==> config.mk <==
export PLATFORM = sky130hd
export DESIGN_NAME = pipeline_hazard_ctrl
export DESIGN_NICKNAME = d
export VERILOG_FILES = /design/src/rtl/pipeline_hazard_ctrl_pkg.sv /design/src/rtl/pipeline_hazard_ctrl_load_use_detect.sv /design/src/rtl/pipeline_hazard_ctrl.sv
export SDC_FILE = /design/constraint.sdc
export NUM_CORES = 1
export LEC_CHECK = 0
export CORE_ASPECT_RATIO = 1.75
export CORE_MARGIN = 10
export CORE_UTILIZATION = 40
export DETAILED_ROUTE_END_ITERATION = 10
export PLACE_DENSITY = 0.73
export SLEW_MARGIN = 20
export SYNTH_ARGS = -nofsm -noshare
export SYNTH_HDL_FRONTEND = slang
export SYNTH_SLANG_ARGS = --single-unit
==> constraint.sdc <==
create_clock -name clk -period 3.75 [get_ports clk]
set_input_delay 0.9375 -clock clk [delete_from_list [all_inputs] [get_ports clk]]
set_output_delay 0.9375 -clock clk [all_outputs]
set_load 0.005 [all_outputs]
==> src/rtl/pipeline_hazard_ctrl_pkg.sv <==
// Shared encodings and constants for the pipeline hazard controller.
// Pure declarations; no timing or flow-control behaviour of its own.
package pipeline_hazard_ctrl_pkg;

  typedef enum logic [1:0] {
    RUN    = 2'd0,
    DRAIN  = 2'd1,
    HALTED = 2'd2
  } ctrlState_t;

  localparam int DRAIN_CYCLES = 3;
  localparam int STALL_CNT_W  = 16;
  localparam int DRAIN_CNT_W  = 2;

  // Saturating increment: sticks at all-ones instead of wrapping.
  function automatic logic [STALL_CNT_W-1:0] satInc(input logic [STALL_CNT_W-1:0] value);
    return (&value) ? value : value + STALL_CNT_W'(1);
  endfunction

endpackage

==> src/rtl/pipeline_hazard_ctrl_load_use_detect.sv <==
// Load-use hazard compare between the load in EXE and the operands of ID.
// Zero latency, purely combinational; no backpressure of its own.
module load_use_detect (
  input  logic [4:0] idRs,
  input  logic [4:0] idRt,
  input  logic       idUsesRt,
  input  logic       exeMemRead,
  input  logic [4:0] exeRt,
  output logic       hazard
);

  // Register 0 is hardwired to zero, so a load into it never creates a dependency.
  assign hazard = exeMemRead && (exeRt != 5'd0) &&
                  ((exeRt == idRs) || (idUsesRt && (exeRt == idRt)));

endmodule

==> src/rtl/pipeline_hazard_ctrl.sv <==
// Stall/flush/halt control for a 5-stage pipeline; enables and flushes are same-cycle combinational.
// memBusy freezes every enable and all FSM state; halted and stallCount are registered.
module pipeline_hazard_ctrl
  import pipeline_hazard_ctrl_pkg::*;
(
  input  logic                   clk,
  input  logic                   reset,
  input  logic [4:0]             idRs,
  input  logic [4:0]             idRt,
  input  logic                   idUsesRt,
  input  logic                   exeMemRead,
  input  logic [4:0]             exeRt,
  input  logic                   exeBranchTaken,
  input  logic                   exeSyscall,
  input  logic                   memBusy,
  input  logic                   resume,
  output logic                   pcWrite,
  output logic                   ifIdWrite,
  output logic                   idExeWrite,
  output logic                   ifIdFlush,
  output logic                   idExeFlush,
  output logic                   halted,
  output logic [STALL_CNT_W-1:0] stallCount
);

  ctrlState_t             state, nextState;
  logic [DRAIN_CNT_W-1:0] drainCnt, nextDrainCnt;
  logic                   loadUse;
  logic                   stallInc;

  load_use_detect uLoadUse (
    .idRs       (idRs),
    .idRt       (idRt),
    .idUsesRt   (idUsesRt),
    .exeMemRead (exeMemRead),
    .exeRt      (exeRt),
    .hazard     (loadUse)
  );

  always_comb begin
    pcWrite      = 1'b0;
    ifIdWrite    = 1'b0;
    idExeWrite   = 1'b0;
    ifIdFlush    = 1'b0;
    idExeFlush   = 1'b0;
    nextState    = state;
    nextDrainCnt = drainCnt;
    stallInc     = 1'b0;

    if (!reset) begin
      nextState    = RUN;
      nextDrainCnt = '0;
    end else if (memBusy) begin
      stallInc = (state == RUN);
    end else begin
      case (state)
        RUN: begin
          if (exeSyscall) begin
            ifIdWrite    = 1'b1;
            idExeWrite   = 1'b1;
            ifIdFlush    = 1'b1;
            idExeFlush   = 1'b1;
            nextState    = DRAIN;
            nextDrainCnt = DRAIN_CNT_W'(DRAIN_CYCLES - 1);
          end else if (exeBranchTaken) begin
            pcWrite    = 1'b1;
            ifIdWrite  = 1'b1;
            idExeWrite = 1'b1;
            ifIdFlush  = 1'b1;
            idExeFlush = 1'b1;
          end else if (loadUse) begin
            idExeWrite = 1'b1;
            idExeFlush = 1'b1;
            stallInc   = 1'b1;
          end else begin
            pcWrite    = 1'b1;
            ifIdWrite  = 1'b1;
            idExeWrite = 1'b1;
          end
        end
        DRAIN: begin
          idExeWrite = 1'b1;
          idExeFlush = 1'b1;
          if (drainCnt <= DRAIN_CNT_W'(1)) begin
            nextState    = HALTED;
            nextDrainCnt = '0;
          end else begin
            nextDrainCnt = drainCnt - DRAIN_CNT_W'(1);
          end
        end
        HALTED: begin
          if (resume) nextState = RUN;
        end
        default: nextState = RUN;
      endcase
    end
  end

  always_ff @(posedge clk or negedge reset) begin
    if (!reset) begin
      state      <= RUN;
      drainCnt   <= '0;
      halted     <= 1'b0;
      stallCount <= '0;
    end else begin
      state    <= nextState;
      drainCnt <= nextDrainCnt;
      halted   <= (nextState == HALTED);
      if (stallInc) stallCount <= satInc(stallCount);
    end
  end

endmodule

======== Word level (Yosys, flattened, before mapping) ========
Index checks and enable logic that the tools add are counted.
storage, ports and cells
  flip-flop bits (word level) ............. 21
  input port bits ......................... 23
  output and inout bits ................... 22
cells by class
  $add $sub $neg .......................... 2
  order comparisons ....................... 1
  eq/ne operators ......................... 8
  muxes and demuxes ....................... 40
  bitwise operators ....................... 1
  reductions and logical operators ........ 10
operators by type and width
  cell                     count
  $mux W1                  28
  $mux W2                  9
  $add A16 B1 Y16 const B  1
  $reduce_and A16 Y1       1
  $eq A5 B5 Y1             2
  $pmux W2 S3              1
  $reduce_bool A5 Y1       1
  $eq A2 B2 Y1 const B     2
  $pmux W2 S2              1
  $logic_and A1 B1 Y1      3
  $ne A3 B1 Y1 const B     1
  $ne A3 B3 Y1 const B     1
  $reduce_and A3 Y1        1
  $eq A2 B1 Y1 const B     1
  $le A2 B1 Y1 const B     1
  $logic_not A2 Y1         1
  $ne A2 B2 Y1 const B     1
  $pmux W1 S2              1
  $reduce_and A2 Y1        1
  $reduce_or A2 Y1         1
  $sub A2 B1 Y2 const B    1
  $logic_or A1 B1 Y1       1
  $not A1 Y1               1

======== Logic depth before layout (Yosys ltp) ========
  depth in word-level cells ............... 11
  gate-level depth with buffers ........... 7
  mapped depth without buffers ............ 7

======== Modules after synthesis ========
From an unflattened synthesis, not the netlist that was laid out.
unflattened totals
  cell total of the unflattened synthesis .. 122
  area total of the unflattened synthesis .. 1239.9 µm²
by module, submodules not included
  module                instances  cells an instance  area an instance (µm²)  sequential area each (µm²)
  pipeline_hazard_ctrl  1          105                1107.3                  525.5
  load_use_detect       1          17                 132.6                   0.0

======== Least setup slack after synthesis ========
Ideal clock, no wire load.
  kind .................................... input to output
  start ................................... input port exeRt[0]
  end ..................................... output port pcWrite
  arrival ................................. 1.962 ns
  required time ........................... 2.812 ns
  setup slack ............................. 0.850 ns
  stages .................................. 5
  buffers on the path ..................... 0
  cell sequence ........................... or4_1 -> o21a_1 -> nand2_1 -> nor2_1 -> nor4_1
on the way
  cells in the longest elaborated chain, start to end .. 10
  elaborated cells on any way between the ends .. 13
ends and longest elaborated chain
  what                     RTL line                                    RTL
  from (decl)              pipeline_hazard_ctrl.sv:12                  input logic [4:0] exeRt,
  $eq A5 B5 Y1             pipeline_hazard_ctrl_load_use_detect.sv:14  ((exeRt == idRs) || (idUsesRt && (exeRt == idRt)));
  $logic_and A1 B1 Y1      pipeline_hazard_ctrl_load_use_detect.sv:14
  $logic_or A1 B1 Y1       pipeline_hazard_ctrl_load_use_detect.sv:14
  $logic_and A1 B1 Y1 (*)  pipeline_hazard_ctrl_load_use_detect.sv:13  assign hazard = exeMemRead && (exeRt != 5'd0) &&
  $mux W1 (*)              pipeline_hazard_ctrl.sv:71                  end else if (loadUse) begin
  $mux W1 (*)              pipeline_hazard_ctrl.sv:65                  end else if (exeBranchTaken) begin
  $mux W1 (*)              pipeline_hazard_ctrl.sv:58                  if (exeSyscall) begin
  $mux W1 (*)              pipeline_hazard_ctrl.sv:56                  case (state)
  $mux W1 (*)              pipeline_hazard_ctrl.sv:53                  end else if (memBusy) begin
  $mux W1 (*)              pipeline_hazard_ctrl.sv:50                  if (!reset) begin
  to (decl)                pipeline_hazard_ctrl.sv:17                  output logic pcWrite,
Mark *: on every way between the ends. The rest lies on a longest branch, timed or not.

======== Final worst setup path ========
  start ................................... input port exeRt[0]
  end ..................................... output port idExeFlush
on the way
  cells in the longest elaborated chain, start to end .. 10
  elaborated cells on any way between the ends .. 13
ends and longest elaborated chain
  what                     RTL line                                    RTL
  $eq A5 B5 Y1             pipeline_hazard_ctrl_load_use_detect.sv:14
  $logic_and A1 B1 Y1      pipeline_hazard_ctrl_load_use_detect.sv:14
  $logic_or A1 B1 Y1       pipeline_hazard_ctrl_load_use_detect.sv:14
  $logic_and A1 B1 Y1 (*)  pipeline_hazard_ctrl_load_use_detect.sv:13
  $mux W1 (*)              pipeline_hazard_ctrl.sv:71
  $mux W1 (*)              pipeline_hazard_ctrl.sv:65
  $mux W1 (*)              pipeline_hazard_ctrl.sv:58
  $pmux W1 S2 (*)          pipeline_hazard_ctrl.sv:56
  $mux W1 (*)              pipeline_hazard_ctrl.sv:53
  $mux W1 (*)              pipeline_hazard_ctrl.sv:50
  to (decl)                pipeline_hazard_ctrl.sv:21                  output logic idExeFlush,
Marked as above.

==> qor.yml <==
sta:
  period_share_pct: 97.6
  fmax_mhz: 273
  worst_slack_ns: 0.0917
  skew_ns: 0.00156
  relSlewSlack_pct: 78.2
  hold_violations: 0
  slew_viol_final: 0
  setup_tns_ns: 0
  worstMarginPinSlew_ns: 0.328
  min_period_ns: 3.66
  setup_violations: 0
place:
  io_buffers: 44
  place_inst: 197
  dpl.hpwl_um: 2560
  dp_slack_ns: -0.195
  place.gp.congestion: 0.785
floorplanning:
  core_um2: 2930
  num_io_pins: 45
  chipHeight_um: 92.7
  rows: 26
  start_util_pct: 41.2
  die_area_um2: 5700
  die_w_um: 61.5
synth:
  synth-edff-count: 0
  synth_seq_cells: 21
  synthFlopType: "dfrtp_1"
  synthMuxAreaShare_pct: 1.87
  ys_seq_area_share_pct: 43.5
  synth_most_common_cell: "xnor2_1"
  synth_top_family_by_area: "simple AND/OR/NAND/NOR gates"
  synth_fa_ha_area_share_pct: 1.04
  synth-xor-area-share_pct: 17.4
  synth_top_area_share_pct: 43.5
  synth_common_cells: "xnor2_1, dfrtp_1, nand2_1, nand3_1"
  yosys.area_share.simple_pct: 25.4
  synthTopCellsByArea: "dfrtp_1, xnor2_1, and3_1, nand4_1, nand2_1"
  yosysWarnings: 0
  synth_compound_area_share_pct: 8.60
  yosysTopAreaCell: "dfrtp_1"
  postSynthAreaPerCell_um2: 9.90
  syn_nets: 146
  yosysUniqueCellTypes: 31
  mappedNetlistArea_um2: 1210
  synth-async-reset-ratio_pct: 100
  synthCells: 122
worst_setup_path:
  regToRegSetupSlack_ns: 1.58
  path_common_cell: "clkdlybuf4s50_1"
  timing.rr.start: "stallCount[0]$_DFFE_PN0P_"
  path_class: "in2out"
  worstPathMaxFanout: 3
  critPathTopFamily: "buffers and inverters"
  cp_slowest_cell: "or4_4"
  worstPathArrival_ns: 2.72
  setup.worst_path.start_class: "input pin"
  cp_cell_sequence: "clkdlybuf4s50_1, or4_4, o21a_1, nand2_2, a21oi_1, clkdlybuf4s50_1"
  critical-path-max-stage-delay_ns: 0.54
  r2r-end: "stallCount[1]$_DFFE_PN0P_"
  path_buf_inv: 2
  cp.required_ns: 2.81
  cp-end-kind: "output port"
  ff2ff_path_depth: 7
route:
  first_iter_violations: 38
  drc: 0
  ant_nets: 0
  vias_per_cell: 5.55
  wl_per_cell_um: 16.0
  drt_pre_antenna_iters: 4
  routed_wl_um: 3240
  vias: 1122
power:
  intPower_mw: 0.454
  clock_power_share_pct: 23.2
  seqPwrFrac_pct: 46.6
  p_comb_share_pct: 30.2
  swShare_pct: 27.9
  total_power_mw: 0.630
  power_density_nw_per_um2: 353
  vdd_drop_max_uv: 341
  power.leakage_nw: 0.739
  p_sw_mw: 0.176
clock_tree:
  clk_pin_slew_ns: 0.07
  clock-sinks: 21
  holdBufCountCts: 0
  cts_buffers: 3
  root_buffer: "clkbuf_8"
  clk_path_buf_depth: 2
  insertion_delay_ns: 0.26
  h-tree-depth: 1
  cts_tree: "done"
global_routing:
  grt_max_degree: 27
  track_usage_pct: 12.2
  use_met2_pct: 19.3
  grt_use_met1_pct: 13.6
  grt_pass1_wl_um: 5520
  gr-total-overflow: 0
  antenna_found_initial: 0
  grt_use_met3_pct: 5.61
  grt_pass1_vias: 1181
  busiest_layer: "met2"
run:
  drv_cap: 0
hold_path:
  holdPathStages: 1
  worstHoldStart: "stallCount[4]$_DFFE_PN0P_"
  hold_end: "stallCount[4]$_DFFE_PN0P_"
  worstHoldPathType: "reg2reg"
finish:
  diodes: 0
  area_growth_pct: 47.7
  final_cells: 202
  final_nets: 199
  layout-drive-gt1-share_pct: 10.9
  final_util_pct: 60.9
run_status:
  status: "completed"
how the worst max path moves through the flow:
stage | from | to | slack [ns] | cells past startpoint
after floorplan | exeRt[0] | pcWrite | 0.85 | 5
after global placement | exeRt[0] | pcWrite | -0.12 | 7
after detailed placement | exeRt[0] | pcWrite | -0.19 | 7
after CTS | exeRt[0] | idExeFlush | 0.009 | 8
after global routing | exeRt[2] | idExeFlush | -0.004 | 8
final | exeRt[0] | idExeFlush | 0.09 | 6
what timing repair did:
| item | CTS | global route |
|---|---|---|
| resized for setup | 2 | 5 |
| setup buffers | 0 | 1 |
| setup endpoints to repair | 2 | 1 |
| pin swaps | 0 | 2 |
| gates cloned | 0 | 0 |
power by group through the flow:
| stage | registers [mW] | clock network [mW] | logic [mW] |
|---|---|---|---|
| finish | 0.294 | 0.146 | 0.190 |
| global route | 0.300 | 0.163 | 0.212 |
| CTS | 0.294 | 0.151 | 0.191 |
| detailed placement | 0.298 | 0 | 0.189 |
| global placement | 0.295 | 0 | 0.185 |
| floorplan | 0.292 | 0 | 0.0749 |
area by class of cell:
class                      instances  area (um2)
sequential                        21         526
fill                             265        1140
inverter                           3        11.3
clock buffer                       4        45.0
tap                               28        35.0
timing repair buffer              50         483
multi-input combinational         96         683
layer usage:
| layer | wire length, um | vias to the layer above |
|---|---|---|
| met5 | 0 | - |
| met4 | 53 | 0 |
| met3 | 450 | 5 |
| met2 | 1450 | 47 |
| met1 | 1290 | 527 |
| li1 | - | 543 |
sequential cells by signal (all words and copies together), names as in the netlist:
signal	flops
stallCount	16
halted	1
drainCnt	2
state	2
cells by family (layout without fill, tap and decap cells):
logic type,count (synthesis),in the layout
AOI/OAI and AO/OA,14,14
xor gates and xnor gates,24,24
adders and majority gates,1,1
buffers and inverters,5,57
DFF,21,21
muxes,2,2
and+or+nand+nor,55,55
metrics by stage:
step	instance area (um2)	hold slack (ns)
2_1_floorplan	1210	0.488
3_3_place_gp	1710	0.495
3_5_place_dp	1710	0.503
4_1_cts	1750	0.517
5_1_grt	1780	0.537
6_report	1780	0.513
layout by cell type, fill, tap and decap left out, drive strengths merged, types with 2 or more instances in the layout:
| cell | synthesis | final |
|---|---|---|
| dlygate4sd2 | 0 | 2 |
| xnor2 | 24 | 24 |
| nor2b | 4 | 4 |
| dfrtp | 21 | 21 |
| nor2 | 5 | 5 |
| nor3 | 4 | 4 |
| mux2 | 2 | 2 |
| o22ai | 2 | 2 |
| buf | 1 | 6 |
| o21ai | 3 | 3 |
| inv | 3 | 3 |
| and3 | 7 | 7 |
| a21oi | 2 | 2 |
| nand2 | 11 | 11 |
| nand3 | 9 | 9 |
| and2 | 2 | 2 |
| a32oi | 2 | 2 |
| clkbuf | 1 | 4 |
| nand4 | 8 | 8 |
| clkdlybuf4s50 | 0 | 42 |
No activity file was read; power rests on OpenSTA's default activity.
